===== config.mk =====
export PLATFORM = sky130hd
export DESIGN_NAME = uart_txrx_param
export DESIGN_NICKNAME = d
export VERILOG_FILES = /design/src/rtl/uart_pkg.sv /design/src/rtl/uart_baud_gen.sv /design/src/rtl/uart_txrx_param.sv
export SDC_FILE = /design/constraint.sdc
export NUM_CORES = 1
export LEC_CHECK = 0
export CAP_MARGIN = 20
export CORE_ASPECT_RATIO = 1.2
export CORE_MARGIN = 4
export CORE_UTILIZATION = 46
export CTS_CLUSTER_DIAMETER = 100
export DETAILED_ROUTE_END_ITERATION = 10
export PLACE_DENSITY = 0.68
export SLEW_MARGIN = 20
export SYNTH_ARGS = -nofsm -noshare
export SYNTH_HDL_FRONTEND = slang
export SYNTH_SLANG_ARGS = --single-unit

===== constraint.sdc =====
create_clock -name clk -period 1.99 [get_ports clk]
set_input_delay 0.597 -clock clk [delete_from_list [all_inputs] [get_ports clk]]
set_output_delay 0.597 -clock clk [all_outputs]
set_load 0.005 [all_outputs]

===== src/rtl/uart_pkg.sv =====
// uart_pkg: shared constants and state types for the parametrised UART.
//   PAR_*      : parity selection values for the PARITY parameter
//   OVS / MID  : oversample ticks per bit and the mid-bit tick index
//   tx_state_e : transmitter states
//   rx_state_e : receiver states
package uart_pkg;

    localparam int unsigned PAR_NONE = 0;
    localparam int unsigned PAR_ODD  = 1;
    localparam int unsigned PAR_EVEN = 2;

    localparam int unsigned OVS = 16;
    localparam int unsigned MID = 8;

    typedef enum logic [2:0] {TxIdle, TxStart, TxData, TxParity, TxStop} tx_state_e;
    typedef enum logic [2:0] {RxIdle, RxStart, RxData, RxParity, RxStop} rx_state_e;

endpackage


===== src/rtl/uart_baud_gen.sv =====
// uart_baud_gen: divide-by-DIV counter producing a one-cycle oversample tick.
//   clk     : system clock
//   rst_n   : synchronous active-low reset
//   restart : clears the counter so the next tick comes exactly DIV cycles later
//   tick    : one-cycle pulse every DIV cycles
module uart_baud_gen
    import uart_pkg::*;
#(
    parameter int unsigned DIV = 78
) (
    input  logic clk,
    input  logic rst_n,
    input  logic restart,
    output logic tick
);

    localparam int unsigned CW = (DIV > 1) ? $clog2(DIV) : 1;

    logic [CW-1:0] r_cnt;

    assign tick = (r_cnt == CW'(DIV - 1));

    always_ff @(posedge clk) begin
        if (!rst_n) begin
            r_cnt <= '0;
        end else if (restart || tick) begin
            r_cnt <= '0;
        end else begin
            r_cnt <= r_cnt + CW'(1);
        end
    end

endmodule


===== src/rtl/uart_txrx_param.sv =====
// uart_txrx_param: full-duplex UART, 5-9 data bits, optional parity, 1/2 stop bits.
//   clk, rst_n                      : system clock, synchronous active-low reset
//   tx_data, tx_valid, tx_ready     : transmit byte handshake
//   tx                              : serial output, idle high
//   rx                              : serial input, asynchronous
//   rx_data, rx_valid, rx_ready     : receive byte handshake (valid held until accepted)
//   rx_parity_err, rx_frame_err     : error flags qualified by rx_valid
//   rx_overrun                      : one-cycle pulse when a frame is dropped
module uart_txrx_param
    import uart_pkg::*;
#(
    parameter int unsigned DIV       = 78,
    parameter int unsigned DATA_BITS = 8,
    parameter int unsigned PARITY    = 0,
    parameter int unsigned STOP_BITS = 1
) (
    input  logic                 clk,
    input  logic                 rst_n,
    input  logic [DATA_BITS-1:0] tx_data,
    input  logic                 tx_valid,
    output logic                 tx_ready,
    output logic                 tx,
    input  logic                 rx,
    output logic [DATA_BITS-1:0] rx_data,
    output logic                 rx_valid,
    input  logic                 rx_ready,
    output logic                 rx_parity_err,
    output logic                 rx_frame_err,
    output logic                 rx_overrun
);

    // ---------------------------------------------------------------- TX path
    tx_state_e            r_tx_state, w_tx_state;
    logic [3:0]           r_tx_ovs, w_tx_ovs;
    logic [3:0]           r_tx_bit, w_tx_bit;
    logic [DATA_BITS-1:0] r_tx_shift, w_tx_shift;
    logic                 r_tx_par, w_tx_par;
    logic                 r_tx, w_tx_line;
    logic                 w_tx_go, w_tx_tick, w_tx_bit_end;

    assign tx_ready     = (r_tx_state == TxIdle);
    assign w_tx_go      = tx_ready && tx_valid;
    assign w_tx_bit_end = w_tx_tick && (r_tx_ovs == 4'(OVS - 1));
    assign tx           = r_tx;

    uart_baud_gen #(.DIV(DIV)) u_tx_baud (
        .clk     (clk),
        .rst_n   (rst_n),
        .restart (w_tx_go),
        .tick    (w_tx_tick)
    );

    always_comb begin
        w_tx_state = r_tx_state;
        w_tx_ovs   = r_tx_ovs;
        w_tx_bit   = r_tx_bit;
        w_tx_shift = r_tx_shift;
        w_tx_par   = r_tx_par;
        w_tx_line  = 1'b1;
        if (w_tx_tick && (r_tx_state != TxIdle)) begin
            w_tx_ovs = w_tx_bit_end ? 4'd0 : r_tx_ovs + 4'd1;
        end
        unique case (r_tx_state)
            TxIdle: if (tx_valid) begin
                w_tx_state = TxStart;
                w_tx_ovs   = 4'd0;
                w_tx_shift = tx_data;
                w_tx_par   = (^tx_data) ^ (PARITY == PAR_ODD);
            end
            TxStart: if (w_tx_bit_end) begin
                w_tx_state = TxData;
                w_tx_bit   = 4'd0;
            end
            TxData: if (w_tx_bit_end) begin
                w_tx_shift = r_tx_shift >> 1;
                if (r_tx_bit == 4'(DATA_BITS - 1)) begin
                    w_tx_state = (PARITY != PAR_NONE) ? TxParity : TxStop;
                    w_tx_bit   = 4'd0;
                end else begin
                    w_tx_bit = r_tx_bit + 4'd1;
                end
            end
            TxParity: if (w_tx_bit_end) begin
                w_tx_state = TxStop;
                w_tx_bit   = 4'd0;
            end
            TxStop: if (w_tx_bit_end) begin
                if (r_tx_bit == 4'(STOP_BITS - 1)) begin
                    w_tx_state = TxIdle;
                end else begin
                    w_tx_bit = r_tx_bit + 4'd1;
                end
            end
            default: w_tx_state = TxIdle;
        endcase
        // Line level follows the next state so tx is a clean register output.
        unique case (w_tx_state)
            TxStart:  w_tx_line = 1'b0;
            TxData:   w_tx_line = w_tx_shift[0];
            TxParity: w_tx_line = w_tx_par;
            default:  w_tx_line = 1'b1;
        endcase
    end

    always_ff @(posedge clk) begin
        if (!rst_n) begin
            r_tx_state <= TxIdle;
            r_tx_ovs   <= 4'd0;
            r_tx_bit   <= 4'd0;
            r_tx_shift <= '0;
            r_tx_par   <= 1'b0;
            r_tx       <= 1'b1;
        end else begin
            r_tx_state <= w_tx_state;
            r_tx_ovs   <= w_tx_ovs;
            r_tx_bit   <= w_tx_bit;
            r_tx_shift <= w_tx_shift;
            r_tx_par   <= w_tx_par;
            r_tx       <= w_tx_line;
        end
    end

    // ---------------------------------------------------------------- RX path
    rx_state_e            r_rx_state, w_rx_state;
    logic [3:0]           r_rx_ovs, w_rx_ovs;
    logic [3:0]           r_rx_bit, w_rx_bit;
    logic [DATA_BITS-1:0] r_rx_shift, w_rx_shift;
    logic                 r_rx_perr, w_rx_perr, r_rx_ferr, w_rx_ferr;
    logic                 r_rx_done, w_rx_done;
    logic                 r_rx_s1, r_rx_s2, r_rx_prev;
    logic                 w_rx_tick, w_rx_mid;
    logic [DATA_BITS-1:0] r_rx_data;
    logic                 r_rx_valid, r_rx_perr_o, r_rx_ferr_o, r_rx_overrun;

    assign w_rx_mid = w_rx_tick && (r_rx_ovs == 4'(OVS - 1));

    uart_baud_gen #(.DIV(DIV)) u_rx_baud (
        .clk     (clk),
        .rst_n   (rst_n),
        .restart (1'b0),
        .tick    (w_rx_tick)
    );

    always_comb begin
        w_rx_state = r_rx_state;
        w_rx_ovs   = r_rx_ovs;
        w_rx_bit   = r_rx_bit;
        w_rx_shift = r_rx_shift;
        w_rx_perr  = r_rx_perr;
        w_rx_ferr  = r_rx_ferr;
        w_rx_done  = 1'b0;
        if (w_rx_tick && (r_rx_state != RxIdle)) begin
            w_rx_ovs = r_rx_ovs + 4'd1;
        end
        unique case (r_rx_state)
            RxIdle: if (r_rx_prev && !r_rx_s2) begin
                w_rx_state = RxStart;
                w_rx_ovs   = 4'd0;
                w_rx_bit   = 4'd0;
                w_rx_perr  = 1'b0;
                w_rx_ferr  = 1'b0;
            end
            // Half a bit in: a high line here means the falling edge was a glitch.
            RxStart: if (w_rx_tick && (r_rx_ovs == 4'(MID - 1))) begin
                w_rx_ovs   = 4'd0;
                w_rx_state = r_rx_s2 ? RxIdle : RxData;
            end
            RxData: if (w_rx_mid) begin
                w_rx_ovs   = 4'd0;
                w_rx_shift = {r_rx_s2, r_rx_shift[DATA_BITS-1:1]};
                if (r_rx_bit == 4'(DATA_BITS - 1)) begin
                    w_rx_state = (PARITY != PAR_NONE) ? RxParity : RxStop;
                end else begin
                    w_rx_bit = r_rx_bit + 4'd1;
                end
            end
            RxParity: if (w_rx_mid) begin
                w_rx_ovs   = 4'd0;
                w_rx_perr  = r_rx_s2 ^ (^r_rx_shift) ^ (PARITY == PAR_ODD);
                w_rx_state = RxStop;
            end
            RxStop: if (w_rx_mid) begin
                w_rx_ferr  = !r_rx_s2;
                w_rx_done  = 1'b1;
                w_rx_state = RxIdle;
            end
            default: w_rx_state = RxIdle;
        endcase
    end

    always_ff @(posedge clk) begin
        if (!rst_n) begin
            r_rx_s1    <= 1'b1;
            r_rx_s2    <= 1'b1;
            r_rx_prev  <= 1'b1;
            r_rx_state <= RxIdle;
            r_rx_ovs   <= 4'd0;
            r_rx_bit   <= 4'd0;
            r_rx_shift <= '0;
            r_rx_perr  <= 1'b0;
            r_rx_ferr  <= 1'b0;
            r_rx_done  <= 1'b0;
        end else begin
            r_rx_s1    <= rx;
            r_rx_s2    <= r_rx_s1;
            r_rx_prev  <= r_rx_s2;
            r_rx_state <= w_rx_state;
            r_rx_ovs   <= w_rx_ovs;
            r_rx_bit   <= w_rx_bit;
            r_rx_shift <= w_rx_shift;
            r_rx_perr  <= w_rx_perr;
            r_rx_ferr  <= w_rx_ferr;
            r_rx_done  <= w_rx_done;
        end
    end

    // Output holding register; an accept on the same cycle frees it for the new frame.
    always_ff @(posedge clk) begin
        if (!rst_n) begin
            r_rx_data    <= '0;
            r_rx_valid   <= 1'b0;
            r_rx_perr_o  <= 1'b0;
            r_rx_ferr_o  <= 1'b0;
            r_rx_overrun <= 1'b0;
        end else begin
            r_rx_overrun <= 1'b0;
            if (r_rx_done) begin
                if (!r_rx_valid || rx_ready) begin
                    r_rx_data   <= r_rx_shift;
                    r_rx_perr_o <= r_rx_perr;
                    r_rx_ferr_o <= r_rx_ferr;
                    r_rx_valid  <= 1'b1;
                end else begin
                    r_rx_overrun <= 1'b1;
                end
            end else if (r_rx_valid && rx_ready) begin
                r_rx_valid <= 1'b0;
            end
        end
    end

    assign rx_data       = r_rx_data;
    assign rx_valid      = r_rx_valid;
    assign rx_parity_err = r_rx_perr_o;
    assign rx_frame_err  = r_rx_ferr_o;
    assign rx_overrun    = r_rx_overrun;

endmodule


Word level (Yosys, flattened, before mapping)
Index checks and enable logic that the tools add are counted.

cells by class
  add/subtract/negate cells = 6
  equality and inequality tests = 31
  muxes and demuxes = 51
  bitwise operators = 2
  reduce and logical (&&, ||, !) cells = 40

operator list
  cell                   number
  $mux W4                16
  $mux W3                13
  $pmux W3 S5            2
  $pmux W4 S3            2
  $ne A2 B2 Y1 const B   11
  $eq A3 B2 Y1 const B   6
  $add A4 B1 Y4 const B  4
  $mux W8                2
  $pmux W8 S2            1
  $reduce_xor A8 Y1      2
  $add A7 B1 Y7 const B  2
  $eq A7 B7 Y1 const B   2
  $eq A4 B3 Y1 const B   3
  $mux W1                10
  $reduce_and A2 Y1      5
  $reduce_bool A2 Y1     5
  $eq A3 B1 Y1 const B   3
  $reduce_and A3 Y1      3
  $reduce_bool A3 Y1     3
  $eq A4 B4 Y1 const B   2
  $logic_and A1 B1 Y1    8
  $pmux W4 S2            1
  $reduce_or A2 Y1       4
  $eq A3 B3 Y1 const B   2
  13 further kinds       18

word-level totals
  flip-flop bits (word level) = 72
  bits of input ports = 13
  output and inout port bits = 14
  word-level logic and storage cells = 154

Depth between registers and ports, before layout
Gate-level depths: netlist (run 1).

  word-level depth = 6
  depth in mapped cells = 8
  mapped depth without buffers = 7

Modules after synthesis
From an unflattened synthesis (run 1), not the netlist that was laid out.

second synthesis, totals
  cells, all modules = 381
  area, all modules = 3315.7 µm²

by module, submodules not included
  module           instances  cells an instance  area each (µm²)  seq. area each (µm²)
  uart_txrx_param  1          313                2707.6           1161.1
  uart_baud_gen    2          34                 304.0            140.1

Least setup slack after synthesis (run 1)
No wires, ideal clock.

  path kind = reg-to-reg
  from = reg r_tx_ovs[0]
  to = reg r_tx (netlist: tx)
  setup time = 0.122 ns
  data arrival time = 1.820 ns
  data required time = 1.868 ns
  slack = 0.048 ns
  cell stages (with the launch flop) = 7
  buffers on the path = 0
  clock period less this slack = 1.942 ns
  path through = dfxtp_1 -> ha_1 -> nand3_1 -> nor4_4 -> mux2i_1 -> a31oi_1 -> a311o_1

on the way
  word-level cells in the longest chain between the ends = 6
  elaborated cells between the ends (all ways) = 13
  classes of those cells = eq/ne (4); mux (8); reduce/logical (1)

RTL lines
  item                                                 line                    source
  start, declared                                      uart_txrx_param.sv:34   logic [3:0] r_tx_ovs, w_tx_ovs;
  start signal, assigned                               uart_txrx_param.sv:115  r_tx_ovs <= w_tx_ovs;
  $eq A4 B4 Y1 *                                       uart_txrx_param.sv:43   assign w_tx_bit_end = w_tx_tick && (r_tx_ovs == 4'(OVS - 1));
  $logic_and A1 B1 Y1 *                                uart_txrx_param.sv:43
  $mux W3 (on tied branches)                           n/a
  $pmux W3 S5                                          uart_txrx_param.sv:63   unique case (r_tx_state)
  $eq A3 B2 Y1 / $eq A3 B1 Y1 (equally long branches)  uart_txrx_param.sv:97   unique case (w_tx_state)
  $pmux W1 S3 *                                        uart_txrx_param.sv:97
  end signal, assigned                                 uart_txrx_param.sv:119  r_tx <= w_tx_line;
  end, declared                                        uart_txrx_param.sv:38   logic r_tx, w_tx_line;

Every way passes the cells marked *; elsewhere a longest branch is shown, timed or not. The select of a mux whose other input is x is not followed.
A chain may end at the register's enable or synchronous reset.

Final worst setup path (run 1)
  from = reg r_tx_state[1]
  to = reg r_tx (netlist: tx)

on the way
  word-level cells in the longest chain between the ends = 5
  elaborated cells between the ends (all ways) = 19
  classes of those cells = eq/ne (7); mux (11); reduce/logical (1)

RTL lines
  item                                                 line                                          source
  start, declared                                      uart_txrx_param.sv:33                         tx_state_e r_tx_state, w_tx_state;
  start signal, assigned                               uart_txrx_param.sv:107                        r_tx_state <= TxIdle;
  start signal, assigned                               uart_txrx_param.sv:114                        r_tx_state <= w_tx_state;
  $mux W3 (on tied branches)                           uart_txrx_param.sv:88, uart_txrx_param.sv:76
  $mux W3 (on tied branches)                           uart_txrx_param.sv:87, uart_txrx_param.sv:74
  $pmux W3 S5                                          uart_txrx_param.sv:63
  $eq A3 B2 Y1 / $eq A3 B1 Y1 (equally long branches)  uart_txrx_param.sv:97
  $pmux W1 S3 *                                        uart_txrx_param.sv:97

Every way passes the cells marked *; elsewhere a longest branch is shown, timed or not.

==> impl_metrics.yaml, run 1 <==
clock_network:
  cts_tree: "done"
  h-tree-depth: 3
  clock_sinks: 72
  clkLatencyLatePin_ns: 0.35
  clk_path_buf_depth: 2
  path_clk_slew_ns: 0.08
  cts-root-buf: "clkbuf_8"
  cts_buffers: 9
yosys:
  yosys-top-cells-area: "dfxtp_1 44%, mux2i_1 7.0%, nor2_1 6.6%, xnor2_1 5.0%, ha_1 3.4%"
  synthesis.area_um2: 3310
  synth_edf_count: 0
  synth.distinct_cells: 57
  ys_seq_area_frac: 0.436
  syn_area_per_cell_um2: 9.22
  yosys_warnings: 0
  yosysTopAreaCell: "dfxtp_1"
  synthTopCellsByCount: "72 x dfxtp_1, 58 x nor2_1, 25 x nand2_1"
  async_flop_share: 0
  synth_nets: 381
  synth.top_cell.area_share: 0.436
  syn-instance-count: 359
  ys.flop_type: "dfxtp_1"
  synth_seq_cells: 72
  yosysMostFrequentCell: "dfxtp_1"
worst_setup_path:
  rr_startpoint: "r_tx_state[1]"
  cp_max_fo: 8
  r2r_end: "tx"
  start_kind: "flip-flop"
  rr_worst_depth: 5
  reg2reg_slack_ns: 0.04
  worstSetupPathType: "reg -> reg"
  critPathCaptureType: "flip-flop"
  cp.required_ns: 2.22
  crit_arrival_ns: 2.19
  crit_start: "r_tx_state[1]"
die:
  die_area_um2: 8620
  placementRows: 33
  core_area_um2: 6940
  start_util: 0.477
  io_pins: 27
  die_w_um: 85.4
  die_h_um: 101
sta:
  holdWs_ns: 0.409
  fin_ws_ns: 0.0351
  relSlewSlack: 0.631
  layout_min_cycle_time_ns: 1.95
  skew_ns: 0.00770
  fin_crit_sh: 0.982
  setup_violations: 0
  rsz0062_at_grt: "yes"
  hold_viol: 0
  drv_slew: 0
  tightest_slew_ns: 0.547
  fmax_mhz: 512
placement:
  place.detailed.hpwl_mm: 4.88
  gp_congestion: 0.814
  preCtsSetupSlack_ns: -0.140
  port_buffers: 26
final_layout:
  finalNetCount: 444
  drive_gt1_frac: 0.171
  area_delta_synth_final_pct: 27.7
  nFillCells: 604
  n_antenna_cell: 0
pwr:
  ir_drop_uv: 553
  pwr-share-comb: 0.097
  switching_share: 0.239
  p_leak_nw: 1.72
  power_density_nw_per_um2: 729
  p_sw_uw: 734
  pwr-share-clk: 0.413
  intPower_mw: 2.34
  p_seq_frac: 0.489
min_path:
  whs_path_depth: 1
  holdCritStartpoint: "r_rx_s1"
  min_to: "r_rx_s2"
  hold_path.class: "reg -> reg"
global_route:
  grt_max_degree: 14
  grt_pass1_vias: 2665
  grt.total_usage: 0.167
  grt_pass1_wl_mm: 11.7
  grt_remaining_overflow: 0
  antenna_found_initial: 0
routing:
  viasPerCell: 5.33
  vias: 2741
  drt_wl_total_mm: 6.80
  first_pass_iters: 4
  ant_nets: 0
  wl_per_cell_um: 13.2
  drc: 0
  drt_iter0_drc: 66
run:
  cap_violations: 0
status:
  status: "finished, final reports clean"
-- state kept, by name, summed over array words and instances, names as in the netlist, 3 cells and up --
signal / cells
r_tx_shift: 8
r_rx_state: 3
r_rx_shift: 8
r_tx_ovs: 4
u_tx_baud.r_cnt: 7
r_rx_ovs: 4
u_rx_baud.r_cnt: 7
r_tx_state: 3
r_tx_bit: 4
r_rx_bit: 4
rx_data: 8
-- logic make-up after synthesis --
| kind of cell | share of synthesized area |
|---|---|
| adder cells (fa/ha/maj) | 0.0340 |
| multiplexers | 0.0730 |
| buffers and inverters | 0.0246 |
| AND/OR/NAND/NOR | 0.238 |
| XOR/XNOR | 0.0820 |
| AO/OA/AOI/OAI | 0.113 |
| flip-flops | 0.436 |
-- power by group through the flow --
stage / Sequential [mW] / Clock [mW] / Combinational [mW]
final: 1.51 / 1.27 / 0.299
after global routing: 1.51 / 1.37 / 0.332
after global placement: 1.54 / 0 / 0.284
after floorplan: 1.53 / 0 / 0.171
after detailed placement: 1.54 / 0 / 0.288
after CTS: 1.51 / 1.31 / 0.294
-- layout make-up --
type,instances,area [µm²],share of cell area
timing repair buffer,63,549,0.130
inverter,10,37.5,0.00888
multi-input combinational,266,1860,0.441
tap,87,109,0.0258
clock inverter,6,92.6,0.0219
clock buffer,10,128,0.0302
sequential,72,1450,0.343
-- through the flow --
step           utilization  setup TNS, ns  area [µm²]  cells  total power, mW
3_3_place_gp         0.566         -0.611        3920    497             1.82
6_report             0.609              0        4230    514             3.08
5_1_grt              0.609         -0.150        4230    514             3.22
2_1_floorplan            -              0        3310    359             1.70
3_5_place_dp         0.566         -0.909        3920    497             1.83
4_1_cts              0.602              0        4180    513             3.11
-- per-layer routing --
metal / part of all wire / track usage / vias to the layer above
met2: 0.50 / 0.276 / 41
met3: 0.030 / 0.0401 / 9
met5: 0 / 0 / -
li1: - / - / 1394
met1: 0.46 / 0.204 / 1297
met4: 0.015 / 0.0767 / 0
-- cell usage in the layout, fill, tap and decap left out, types with 3 or more instances in the layout --
| cell type | count |
|---|---|
| a21oi_1 | 14 |
| a22oi_1 | 7 |
| and2_1 | 3 |
| and3_1 | 5 |
| buf_4 | 36 |
| clkbuf_8 | 9 |
| clkdlybuf4s50_1 | 25 |
| dfxtp_1 | 69 |
| ha_1 | 9 |
| inv_1 | 9 |
| mux2i_1 | 23 |
| nand2_1 | 25 |
| nand2b_1 | 8 |
| nand3_1 | 11 |
| nand3b_1 | 3 |
| nand4_1 | 6 |
| nor2_1 | 58 |
| nor2b_1 | 7 |
| nor3_1 | 4 |
| o21ai_0 | 3 |
| xnor2_1 | 19 |
| xor2_1 | 12 |
-- critical path, cell delays in order (launching register included) --
cell and delay, ns:
dfxtp_4 0.40, or3b_4 0.40, nor4_4 0.33, mux2i_1 0.28
a31oi_1 0.11, a311o_1 0.32
-- worst max path at each step --
stage                         end  cells after the start  slack [ns]
finish                         tx                      5        0.04
CTS                 r_rx_state[2]                      8        0.03
floorplan                      tx                      6        0.05
global placement               tx                      6        -0.1
global route                   tx                      5       -0.05
detailed placement             tx                      6       -0.14
-- timing repair --
item                                   CTS  global route
hold buffers                             0             0
resized for setup                        8             8
buffers inserted                         0             1
setup endpoints to repair                4            12
pin swaps                                0             3
endpoints found under the hold margin    0             0
(Power assumes the default switching activity.)
==> inputs of run 2 (changes only) <==
--- a/config.mk
+++ b/config.mk
@@ -11,7 +11,7 @@
 export CORE_UTILIZATION = 46
 export CTS_CLUSTER_DIAMETER = 100
 export DETAILED_ROUTE_END_ITERATION = 10
-export PLACE_DENSITY = 0.68
+export PLACE_DENSITY = 0.66
 export SLEW_MARGIN = 20
 export SYNTH_ARGS = -nofsm -noshare
 export SYNTH_HDL_FRONTEND = slang
==> constraint.sdc (replaced) <==
create_clock -name clk -period 2.09 [get_ports clk]
set_input_delay 0.627 -clock clk [delete_from_list [all_inputs] [get_ports clk]]
set_output_delay 0.627 -clock clk [all_outputs]
set_load 0.005 [all_outputs]
==> run 2 against run 1 <==
Compared with the run above:
- power shrank 12%
- cell area shrank 2.9%
- clock power shrank 21%
- register-to-register slack gained 0.11 ns
- via count shrank 3.1%
- sequential power shrank 5%
- setup slack gained 0.11 ns
- die area is the same
- routed wire length shrank 6.6%
- largest power group unchanged
- non-clock buffer count shrank 10
- critical path type unchanged
- hold slack is essentially flat
- clock-buffer cell count is the same
==> impl_metrics.yaml, run 2 (same netlist as run 1, synthesis figures left out) <==
pwr:
  switching_share: 0.258
  p_leak_nw: 1.66
  p_sw_uw: 698
  ir_drop_uv: 563
  intPower_mw: 2.01
  p_seq_frac: 0.530
  power_density_nw_per_um2: 659
  pwr-share-clk: 0.371
  pwr-share-comb: 0.099
  p_total_mw: 2.70
placement:
  place_inst: 487
  port_buffers: 26
  gp_congestion: 0.853
  place.detailed.hpwl_mm: 4.61
  preCtsSetupSlack_ns: -0.0370
worst_setup_path:
  worstSetupPathType: "reg -> reg"
  critPathCaptureType: "flip-flop"
  cp.required_ns: 2.31
  cp_max_fo: 6
  crit_arrival_ns: 2.17
  slowest_delay_ns: 0.39
  crit_chain: "inv_1 > ha_1 > nand4bb_4 > nor4_1 > o41ai_2 > o311ai_0 > o41ai_1"
  slowest_stage: "o311ai_0"
  start_kind: "flip-flop"
clock_network:
  path_clk_slew_ns: 0.08
  clkLatencyLatePin_ns: 0.35
  cts-root-buf: "clkbuf_8"
  cts_tree: "done"
  clock_sinks: 72
  clk_path_buf_depth: 2
  cts_hold_buf: 0
  cts_buffers: 9
  h-tree-depth: 3
final_layout:
  finalNonFillerCells: 504
  postLayoutCoreUtil: 0.591
  finalNetCount: 434
  drive_gt1_frac: 0.139
  n_antenna_cell: 0
  mostFrequentLayoutCells: "72 x dfxtp_1, 58 x nor2_1, 25 x nand2_1, 25 x clkdlybuf4s50_1, 24 x buf_4"
  area_delta_synth_final_pct: 23.9
  final_common_cell: "dfxtp_1"
global_route:
  gr-usage-met1: 0.184
  grt_remaining_overflow: 0
  grt.busiest_layer: "met2"
  grt_use_met2: 0.269
  met3_usage: 0.0401
  grt_max_degree: 24
  antenna_found_initial: 0
  grt.total_usage: 0.158
  grt_pass1_wl_mm: 11.0
  grt_pass1_vias: 2565
sta:
  fin_ws_ns: 0.141
  skew_ns: 0.00790
  fin_crit_sh: 0.933
  layout_min_cycle_time_ns: 1.95
  rsz0062_at_grt: "no"
  drv_slew: 0
  fmax_mhz: 513
  tightest_slew_ns: 0.479
  setup_violations: 0
  relSlewSlack: 0.679
  hold_viol: 0
routing:
  drt_iter0_drc: 93
  vias: 2655
  wl_per_cell_um: 12.6
  first_pass_iters: 4
  ant_nets: 0
  viasPerCell: 5.27
  drc: 0
  drt_wl_total_mm: 6.36
min_path:
  hold_path.class: "reg -> reg"
die:
  die_w_um: 85.4
  die_h_um: 101
  start_util: 0.477
  placementRows: 33
  die_area_um2: 8620
  io_pins: 27
  core_area_um2: 6940
run:
  cap_violations: 0
status:
  status: "finished, final reports clean"
==> run 2: cell types whose count changed in the layout (fill, tap and decap cells not counted), sizes merged <==
cell,delta
clkinvlp,+2
bufinv,-2
dlygate4sd2,-1
buf,-10
dlymetal6s2s,+1
==> run 2: what timing repair did <==
action	4_1_cts	5_1_grt
buffers inserted	0	1
setup endpoints to repair	1	16
pin swaps	1	2
resized for setup	1	8
==> run 2: per-layer routing <==
metal  share of wire  vias to the layer above
met3           0.034                       10
li1                -                     1374
met5               0                        -
met2            0.49                       42
met4           0.019                        0
met1            0.46                     1229
==> run 2: final timing paths <==
| check | slack [ns] | from | cells after the start | endpoint |
|---|---|---|---|---|
| worst max register to register | 0.14 | u_rx_baud.r_cnt[1] | 7 | r_rx_state[2] |
| worst min register to register | 0.41 | r_rx_s1 | 1 | r_rx_s2 |
| worst min-delay path | 0.41 | r_rx_s1 | 1 | r_rx_s2 |
| worst max-delay path | 0.14 | u_rx_baud.r_cnt[1] | 7 | r_rx_state[2] |
==> run 2: area by class of cell <==
type	count	area, µm²
clock inverter	6	43.8
sequential	72	1440
inverter	10	37.5
clock buffer	10	138
timing repair buffer	53	494
multi-input combinational	266	1840
fill	620	2840
tap	87	109
==> run 2: power groups by stage <==
stage	logic (mW)	clock network [mW]	registers (mW)
after floorplan	0.163	0	1.46
after detailed placement	0.267	0	1.46
final	0.268	1.00	1.43
after global placement	0.263	0	1.46
after global routing	0.301	1.09	1.44
after CTS	0.270	1.03	1.43
==> run 2: metrics by stage <==
step / hold slack, ns / area, µm² / setup TNS, ns
finish: 0.409 / 4100 / 0
global route: 0.433 / 4100 / 0
global placement: 0.395 / 3860 / -0.0114
detailed placement: 0.393 / 3860 / -0.0370
CTS: 0.409 / 4050 / 0
floorplan: 0.386 / 3310 / 0
==> run 2: worst max-delay path, delay by kind of cell, from the launching register on <==
family | cells | cell delay, ns
DFF | 1 | 0.34
adders and majority gates | 1 | 0.20
AOI/OAI and AO/OA | 3 | 0.69
buffers and inverters | 1 | 0.06
and+or+nand+nor | 2 | 0.53
